File: config.mk
export PLATFORM = sky130hd
export DESIGN_NAME = pipe_reg_slice_flat
export DESIGN_NICKNAME = d
export VERILOG_FILES = /design/src/rtl/pipe_reg_slice_if.sv /design/src/rtl/pipe_reg_slice.sv /design/src/flat_wrapper.sv
export SDC_FILE = /design/constraint.sdc
export NUM_CORES = 1
export LEC_CHECK = 0
export CAP_MARGIN = 20
export CORE_MARGIN = 4
export CORE_UTILIZATION = 30
export DETAILED_ROUTE_END_ITERATION = 12
export PLACE_DENSITY = 0.53
export RECOVER_POWER = 100
export SLEW_MARGIN = 15
export SYNTH_ARGS = -nofsm -noshare
export SYNTH_HDL_FRONTEND = slang
export SYNTH_SLANG_ARGS = --single-unit
File: constraint.sdc
create_clock -name clk -period 4.3 [get_ports clk]
set_input_delay 0.86 -clock clk [delete_from_list [all_inputs] [get_ports clk]]
set_output_delay 0.86 -clock clk [all_outputs]
set_load 0.01 [all_outputs]
File: src/rtl/pipe_reg_slice_if.sv
`default_nettype none
// ============================================================================
// Module   : pipe_reg_slice_if
// Purpose  : Handshake bundle for pipe_reg_slice. It carries the upstream
//            valid/ready/data channel, the downstream valid/ready/data
//            channel, the synchronous flush request and the occupancy count.
// Ports    : flush      - discard all held words on the next edge
//            in_valid   - upstream word present
//            in_data    - upstream word [WIDTH]
//            in_ready   - slice accepts a word this cycle
//            out_valid  - output stage holds a word
//            out_data   - output stage word [WIDTH]
//            out_ready  - downstream accepts a word this cycle
//            occupancy  - number of valid stages [clog2(DEPTH+1)]
// Modports : master - the side driving the slice (producer/consumer/control)
//            slave  - the slice itself
// Revision : 1.0 - initial release
// ============================================================================
interface pipe_reg_slice_if #(
  parameter int WIDTH = 5,
  parameter int DEPTH = 2
);
  localparam int OCC_W = $clog2(DEPTH + 1);

  logic             flush;
  logic             in_valid;
  logic [WIDTH-1:0] in_data;
  logic             in_ready;
  logic             out_valid;
  logic [WIDTH-1:0] out_data;
  logic             out_ready;
  logic [OCC_W-1:0] occupancy;

  modport master (
    output flush,
    output in_valid,
    output in_data,
    output out_ready,
    input  in_ready,
    input  out_valid,
    input  out_data,
    input  occupancy
  );

  modport slave (
    input  flush,
    input  in_valid,
    input  in_data,
    input  out_ready,
    output in_ready,
    output out_valid,
    output out_data,
    output occupancy
  );
endinterface
`default_nettype wire

File: src/rtl/pipe_reg_slice.sv
`default_nettype none
// ============================================================================
// Module   : pipe_reg_slice
// Purpose  : DEPTH-stage valid/ready register pipeline. Each stage holds one
//            WIDTH-bit word plus a valid bit. Ready is propagated
//            combinationally from out_ready back through the stages, so
//            empty stages (bubbles) are absorbed and a full pipe sustains
//            one word per cycle. No combinational path exists from the
//            input data/valid to the output data/valid.
// Params   : WIDTH     - data bits per word
//            DEPTH     - register stages, 1..16
//            ZERO_IDLE - 1: out_data forced to 0 while out_valid=0
//                        0: out_data shows the output-stage register
// Ports    : clk   - rising-edge clock
//            rst_n - asynchronous active-low reset
//            bus   - pipe_reg_slice_if.slave (flush, in_*, out_*, occupancy)
// Revision : 1.0 - initial release
// ============================================================================
module pipe_reg_slice #(
  parameter int WIDTH     = 5,
  parameter int DEPTH     = 2,
  parameter int ZERO_IDLE = 1
) (
  input  logic                  clk,
  input  logic                  rst_n,
  pipe_reg_slice_if.slave       bus
);

  localparam int OCC_W = $clog2(DEPTH + 1);

  // Packed/array views of the per-stage registers held in g_stage.
  logic [DEPTH-1:0] w_valid;
  logic [WIDTH-1:0] w_data [DEPTH];

  // w_adv[i]: stage i may load from its source on this edge.
  logic [DEPTH-1:0] w_adv;
  logic [DEPTH-1:0] w_src_valid;
  logic [WIDTH-1:0] w_src_data [DEPTH];
  logic [DEPTH-1:0] w_valid_nxt;
  logic             w_flush;

  logic [OCC_W-1:0] r_occ;

  assign w_flush = bus.flush;

  generate
    for (genvar gi = 0; gi < DEPTH; gi++) begin : g_stage
      logic             r_valid;
      logic [WIDTH-1:0] r_data;

      assign w_valid[gi] = r_valid;
      assign w_data[gi]  = r_data;

      // A stage advances when it is empty or its successor advances.
      // Unrolled along the chain this is: out_ready, or any stage from
      // here to the output stage is empty. Written in closed form so no
      // bit of w_adv depends on another bit of w_adv.
      assign w_adv[gi] = bus.out_ready | ~(&w_valid[DEPTH-1:gi]);

      if (gi == 0) begin : g_src_in
        assign w_src_valid[gi] = bus.in_valid;
        assign w_src_data[gi]  = bus.in_data;
      end else begin : g_src_prev
        assign w_src_valid[gi] = w_valid[gi-1];
        assign w_src_data[gi]  = w_data[gi-1];
      end

      // Flush overrides every transfer; otherwise a stage that can advance
      // takes its predecessor's valid bit and a stalled stage keeps its own.
      assign w_valid_nxt[gi] = ~w_flush & (w_adv[gi] ? w_src_valid[gi] : r_valid);

      always_ff @(posedge clk or negedge rst_n) begin
        if (!rst_n) begin
          r_valid <= 1'b0;
          r_data  <= '0;
        end else begin
          r_valid <= w_valid_nxt[gi];
          // Data only moves with a real word, so an emptied stage keeps its
          // last contents (visible at the output when ZERO_IDLE=0) and a
          // word offered during flush never reaches a data register.
          if (w_adv[gi] && w_src_valid[gi] && !w_flush) begin
            r_data <= w_src_data[gi];
          end
        end
      end
    end
  endgenerate

  // Occupancy tracks the valid bits on the same edge they update.
  always_ff @(posedge clk or negedge rst_n) begin
    if (!rst_n) begin
      r_occ <= '0;
    end else begin
      r_occ <= OCC_W'($countones(w_valid_nxt));
    end
  end

  // rst_n gates in_ready so nothing is offered as accepted during reset,
  // even though an all-empty pipe would otherwise look ready.
  assign bus.in_ready  = rst_n & w_adv[0] & ~w_flush;
  assign bus.out_valid = w_valid[DEPTH-1];
  assign bus.occupancy = r_occ;

  generate
    if (ZERO_IDLE != 0) begin : g_zero_idle
      assign bus.out_data = w_valid[DEPTH-1] ? w_data[DEPTH-1] : '0;
    end else begin : g_hold_idle
      assign bus.out_data = w_data[DEPTH-1];
    end
  endgenerate

endmodule
`default_nettype wire

File: src/flat_wrapper.sv
// flat-port wrapper written by rule: the top's interface ports become plain ports
module pipe_reg_slice_flat 
#(
  parameter int WIDTH     = 5,
  parameter int DEPTH     = 2,
  parameter int ZERO_IDLE = 1
)
  (clk, rst_n, bus_flush, bus_in_valid, bus_in_data, bus_out_ready, bus_in_ready, bus_out_valid, bus_out_data, bus_occupancy);
  pipe_reg_slice_if #(.WIDTH(WIDTH), .DEPTH(DEPTH)) bus_i ();
  input  logic clk;
  input  logic rst_n;
  input wire logic [$bits(bus_i.flush)-1:0] bus_flush;
  input wire logic [$bits(bus_i.in_valid)-1:0] bus_in_valid;
  input wire logic [$bits(bus_i.in_data)-1:0] bus_in_data;
  input wire logic [$bits(bus_i.out_ready)-1:0] bus_out_ready;
  output wire logic [$bits(bus_i.in_ready)-1:0] bus_in_ready;
  output wire logic [$bits(bus_i.out_valid)-1:0] bus_out_valid;
  output wire logic [$bits(bus_i.out_data)-1:0] bus_out_data;
  output wire logic [$bits(bus_i.occupancy)-1:0] bus_occupancy;
  assign bus_i.flush = bus_flush;
  assign bus_i.in_valid = bus_in_valid;
  assign bus_i.in_data = bus_in_data;
  assign bus_i.out_ready = bus_out_ready;
  assign bus_in_ready = bus_i.in_ready;
  assign bus_out_valid = bus_i.out_valid;
  assign bus_out_data = bus_i.out_data;
  assign bus_occupancy = bus_i.occupancy;
  pipe_reg_slice #(.WIDTH(WIDTH), .DEPTH(DEPTH), .ZERO_IDLE(ZERO_IDLE)) u_core (.clk(clk), .rst_n(rst_n), .bus(bus_i));
endmodule
==> reports/metrics.csv, run 1 <==
metric;value;unit
worstHoldStart;u_core.g_stage[0].r_data[2]$_DFFE_PN0P_;
cts_tree;yes;
max-vdd-ir-drop;0.189;mV
post_dp_cell_area;803;um^2
clock_latency;0.27;ns
netlist_area;596;um^2
numCtsBuffers;3;
start_kind;input port;
cts_max_level;1;
rows;15;
die_area;0.00276;mm^2
grt_pass1_vias;416;
clkTransAtPathRegs;0.07;ns
dp.cells;83;
drc;0;
hold_depth;1;
synth_cell_type_count;12;
crit_top_cell;dlygate4sd3_1;
drt_iter0_drc;2;
leakagePower;0.369;nW
post_cts_buffers;0;
cap_violations;0;
slew_violations;0;
die_w;52.6;um
power_density;358;mW/mm^2
overflow;0;
cp_max_fo;15;
drt-pass1-iter-count;2;
grt_pass1_wl;1880;um
r2r-end;u_core.g_stage[1].r_data[1]$_DFFE_PN0P_;
avgSynthCellArea;14.9;um^2
grt_usage;9.68;%
path_cells;dlygate4sd3_1 > buf_4 > nor3b_1 > dlygate4sd3_1;
r2r_cells;3;
multi_input_area;210;um^2
slowest_delay;0.63;ns
die_h;52.6;um
finalCriticalPeriod;3.27;ns
num_vias;371;
hold_buffers;0;
clock-root-buffer;clkbuf_4;
ant_nets;0;
drive_gt1_share;14.8;%
crit_slowest_cell;dlygate4sd3_1;
holdWs;0.496;ns
tightest_slew;0.827;ns
totalWireLength;1020;um
diodes;0;
cts_resized;0;
layout.nets;74;
worstSetupPathType;in2out;
pin_count;19;
grt_max_degree;16;
r2r-start;u_core.bus.out_valid$_DFF_PN0_;
antenna_found_initial;0;
place_congestion;0.710;
skew;0.00254;ns
vias_per_cell;4.31;
wire_per_inst;11.8;um
hold_violations;0;
setup_viol;0;
hp-class;reg2reg;
final_cells;86;
min_to;u_core.g_stage[0].r_data[2]$_DFFE_PN0P_;
hpwl;783;um
yosysSeqAreaShare;58.8;%
arrival;2.41;ns
slew_headroom;44.7;%
outcome;finished clean;
rsz0062_at_grt;no;
register_area;350;um^2
synth-seq-cells;14;
endpoint_kind;output pin;
finish.utilization;44.5;%
synth_nets;51;
ys_warn_count;0;
start_util;33.1;%
netlist_instances;40;
finalCritPeriodShare;76.1;%
reg2reg_slack;2.48;ns
clock_path_buffers;2;
port_buffers;18;
cp.required;3.44;ns
fmax;0.306;GHz
tns;0;ns
num-fill-cells;175;
clock_sinks;14;
syn_to_final_growth;34.7;%
design_area;802;um^2
core_area;0.00180;mm^2
[report_power, final]
part / switching, mW / internal, mW / leakage (nW)
sequential: 0.0107 / 0.155 / 0.171
clock: 0.0385 / 0.0324 / 0.0138
combinational: 0.0173 / 0.0329 / 0.185
[cell usage in the layout (no fill, tap or decap)]
| cell | n |
|---|---|
| dfrtp_1 | 14 |
| dlygate4sd3_1 | 11 |
| clkdlybuf4s50_1 | 7 |
| and2_1 | 5 |
| mux2_1 | 5 |
| mux2_2 | 5 |
| nor2_1 | 4 |
| clkbuf_4 | 3 |
| nor3b_1 | 2 |
| and3b_1 | 1 |
| nor2b_1 | 1 |
| or3b_1 | 1 |
| ha_1 | 1 |
| buf_4 | 1 |
[worst max-delay path: cells and delay by family]
family | cells | cell delay [ns]
buffers and inverters | 3 | 1.36
and+or+nand+nor | 1 | 0.19
[sequential cells by signal, summed over array words and instances (netlist names)]
name and cells:
u_core.g_stage.r_valid 1, u_core.g_stage.r_data 10, u_core.bus.out_valid 1, u_core.bus.occupancy 2
[Yosys cell counts, drive strengths merged]
library cell	instances	area (um^2)
nor2	4	15.0
and3b	1	8.76
nor3b	2	20.0
mux2	10	131
nor2b	1	6.26
or3b	1	8.76
and2	5	31.3
dfrtp	14	350
ha	1	12.5
buf	1	11.3
[stage by stage]
step | power, mW | setup WS [ns]
2_1_floorplan | 0.201 | 2.09
3_3_place_gp | 0.229 | 1.12
3_5_place_dp | 0.230 | 1.14
4_1_cts | 0.303 | 1.12
5_1_grt | 0.311 | 0.909
6_report | 0.287 | 1.03
[worst max-delay path by stage]
stage	cells past startpoint	from	to
3_3_place_gp	4	rst_n	bus_in_ready
6_report	4	rst_n	bus_in_ready
2_1_floorplan	2	bus_out_ready	bus_in_ready
5_1_grt	4	rst_n	bus_in_ready
3_5_place_dp	4	rst_n	bus_in_ready
4_1_cts	4	rst_n	bus_in_ready
[cell families after synthesis]
logic type | share of synthesized area, %
and+or+nand+nor | 15.1
muxes | 22.1
buffers and inverters | 1.89
adders and majority gates | 2.10
DFF | 58.8
[area by class of cell]
class                           count  area share (%)
Sequential cell                    14            43.7
Multi-Input combinational cell     25            26.2
Timing Repair Buffer               19            23.4
Tap cell                           25            3.90
Clock buffer                        3            2.81
[metal layers]
metal / routed length (um) / share of wire, % / global-route usage (%) / vias up
li1: - / - / - / 181
met1: 517 / 51 / 12.3 / 172
met2: 401 / 40 / 14.0 / 18
met3: 97 / 9.6 / 6.27 / 0
met4: 0 / 0 / 1.28 / 0
met5: 0 / 0 / 0 / -
Note: power is estimated with default switching activity, not from simulation.
==> run 2, diff against run 1 <==
clock period = 3.05 ns   (was 4.3 ns; I/O delays follow)
==> run 2 against run 1 <==
  * Routed wire length up 5.7%
  * Flip-flop and latch count unchanged
  * Power up 41%
  * Sequential share of layout area up 0.21 points
  * Core utilization down 0.21 points
  * Cell count unchanged
  * Die area unchanged
  * First-iteration DRC count down 50%
  * Global-route usage down 0.065 points
  * Critical path depth unchanged
==> reports/metrics.csv, run 2 (synthesis results as in run 1) <==
metric;value;unit;change
cap_violations;0;;unchanged
final_common_cell;dfrtp_1;;
design_area;798;um^2;-0.47%
numCtsBuffers;3;;unchanged
hp-class;reg2reg;;
pin_count;19;;unchanged
path_buf_inv;2;;-1
slew_headroom;44.6;%;-0.16 points
dr_wl_met2;417;um;+4.0%
die_h;52.6;um;unchanged
internal-power;310;uW;+41%
min_to;u_core.g_stage[0].r_data[1]$_DFFE_PN0P_;;
port_buffers;18;;unchanged
r2r_cells;3;;unchanged
dpl_worst_slack;0.360;ns;-0.782 ns
rows;15;;unchanged
fmax;0.360;GHz;
hold_buffers;0;;unchanged
hold_depth;1;;unchanged
die_area;0.00276;mm^2;unchanged
p_sw;93.0;uW;+40%
post_dp_cell_area;803;um^2;unchanged
cp.required;2.44;ns;-1.00 ns
r2r-end;u_core.g_stage[1].r_data[1]$_DFFE_PN0P_;;
skew;0.00273;ns;+0.000190 ns
grt_pass1_wl;1900;um;+1.1%
tightest_slew;0.830;ns;+0.00241 ns
worstHoldStart;u_core.g_stage[0].r_data[1]$_DFFE_PN0P_;;
wl_met3;111;um;+14%
crit_slowest_cell;dlygate4sd3_1;;
cts_resized;0;;unchanged
start_kind;input port;;
grt_usage;9.61;%;-0.065 points
finalCriticalPeriod;2.78;ns;
power_density;505;mW/mm^2;+41%
start_util;33.1;%;unchanged
timing.final.ws_setup;0.273;ns;-0.755 ns
arrival;2.17;ns;-0.24 ns
cts_max_level;1;;unchanged
seqPwrFrac;57.9;%;about the same
drt-pass1-iter-count;3;;+1
finalCritPeriodShare;91.1;%;
overflow;0;;unchanged
holdWs;0.494;ns;-0.00203 ns
drive_gt1_share;13.1;%;-1.6 points
clock-root-buffer;clkbuf_4;;
clkTransAtPathRegs;0.08;ns;about the same
m1WireLength;544;um;+5.2%
crit_top_cell;dlygate4sd3_1;;
drt_iter0_drc;1;;-1
combPwrFrac;17.6;%;about the same
totalWireLength;1070;um;+5.7%
reg2reg_slack;1.22;ns;-1.26 ns
total_power;403;uW;+41%
path_cells;dlygate4sd3_1 > and3b_1 > nor3b_1 > dlygate4sd3_1;;
slowest_delay;0.63;ns;about the same
hpwl;846;um;+8.0%
post_cts_buffers;0;;unchanged
tns;0;ns;unchanged
p_sw_share;23.1;%;-0.11 points
largest_reg_flops;10;;unchanged
hold_violations;0;;unchanged
top_register;u_core.g_stage.r_data;;
ant_nets;0;;unchanged
syn_to_final_growth;34.0;%;
setup_viol;0;;unchanged
leakagePower;0.361;nW;-2.1%
grt_max_degree;15;;-1
num_vias;363;;-2.2%
num-fill-cells;185;;+5.7%
path_delay_family;buffers and inverters;;
slew_violations;0;;unchanged
rsz0062_at_grt;no;;
layout.nets;74;;unchanged
clock_latency;0.26;ns;about the same
clkPwrFrac;24.4;%;-0.3 points
die_w;52.6;um;unchanged
r2r-start;u_core.bus.out_valid$_DFF_PN0_;;
max-vdd-ir-drop;0.238;mV;+26%
core_area;0.00180;mm^2;unchanged
antenna_found_initial;0;;unchanged
vias_per_cell;4.22;;-2.2%
outcome;finished clean;;
drc;0;;unchanged
cp_max_fo;3;;-12
grt_pass1_vias;409;;-1.7%
clock_path_buffers;2;;unchanged
worstSetupPathType;in2out;;
place_congestion;0.688;;-3.0%
clock_sinks;14;;unchanged
diodes;0;;unchanged
maxUsedRoutingLayer;met3;;
cts_tree;yes;;
wire_per_inst;12.5;um;+5.7%
endpoint_kind;output pin;;
final_cell_mix;dfrtp_1 (14), dlygate4sd3_1 (10), clkdlybuf4s50_1 (8);;
==> run 2: cell type report <==
class	instances	area (um^2)	area share [%]
clock buffer	3	22.5	2.82
multi-input combinational	25	210	26.3
sequential	14	350	43.9
tap	25	31.3	3.92
timing repair buffer	19	184	23.0
==> run 2: worst max-delay path by stage <==
stage                        startpoint           end  slack [ns]  cells past startpoint
after floorplan           bus_out_ready  bus_in_ready        1.34                      2
after global placement    bus_out_ready  bus_in_ready        0.43                      4
final                     bus_out_ready  bus_in_ready        0.27                      4
after CTS                 bus_out_ready  bus_in_ready        0.36                      4
after global routing      bus_out_ready  bus_in_ready        0.13                      4
after detailed placement  bus_out_ready  bus_in_ready        0.36                      4
==> run 2: stage by stage <==
stage	utilization [%]	instances
2_1_floorplan	-	40
3_3_place_gp	44.6	83
3_5_place_dp	44.6	83
4_1_cts	45.8	86
5_1_grt	44.3	86
6_report	44.3	86
==> run 2: per-layer routing <==
metal / vias up / track usage (%)
met5: - / 0
met2: 14 / 12.4
met3: 0 / 3.42
met1: 170 / 14.2
li1: 179 / -
met4: 0 / 3.83
==> run 2: power groups by stage <==
stage	clock, mW	combinational, mW	sequential [mW]
floorplan	0	0.0489	0.234
global placement	0	0.0858	0.238
detailed placement	0	0.0864	0.239
CTS	0.101	0.0875	0.235
global route	0.110	0.0808	0.239
finish	0.0985	0.0711	0.233
==> run 3, diff against run 2 <==
SKIP_LAST_GASP = 1   (was default)
==> results of run 3 <==
No change in the layout: final DEF, timing and power equal those of run 2.
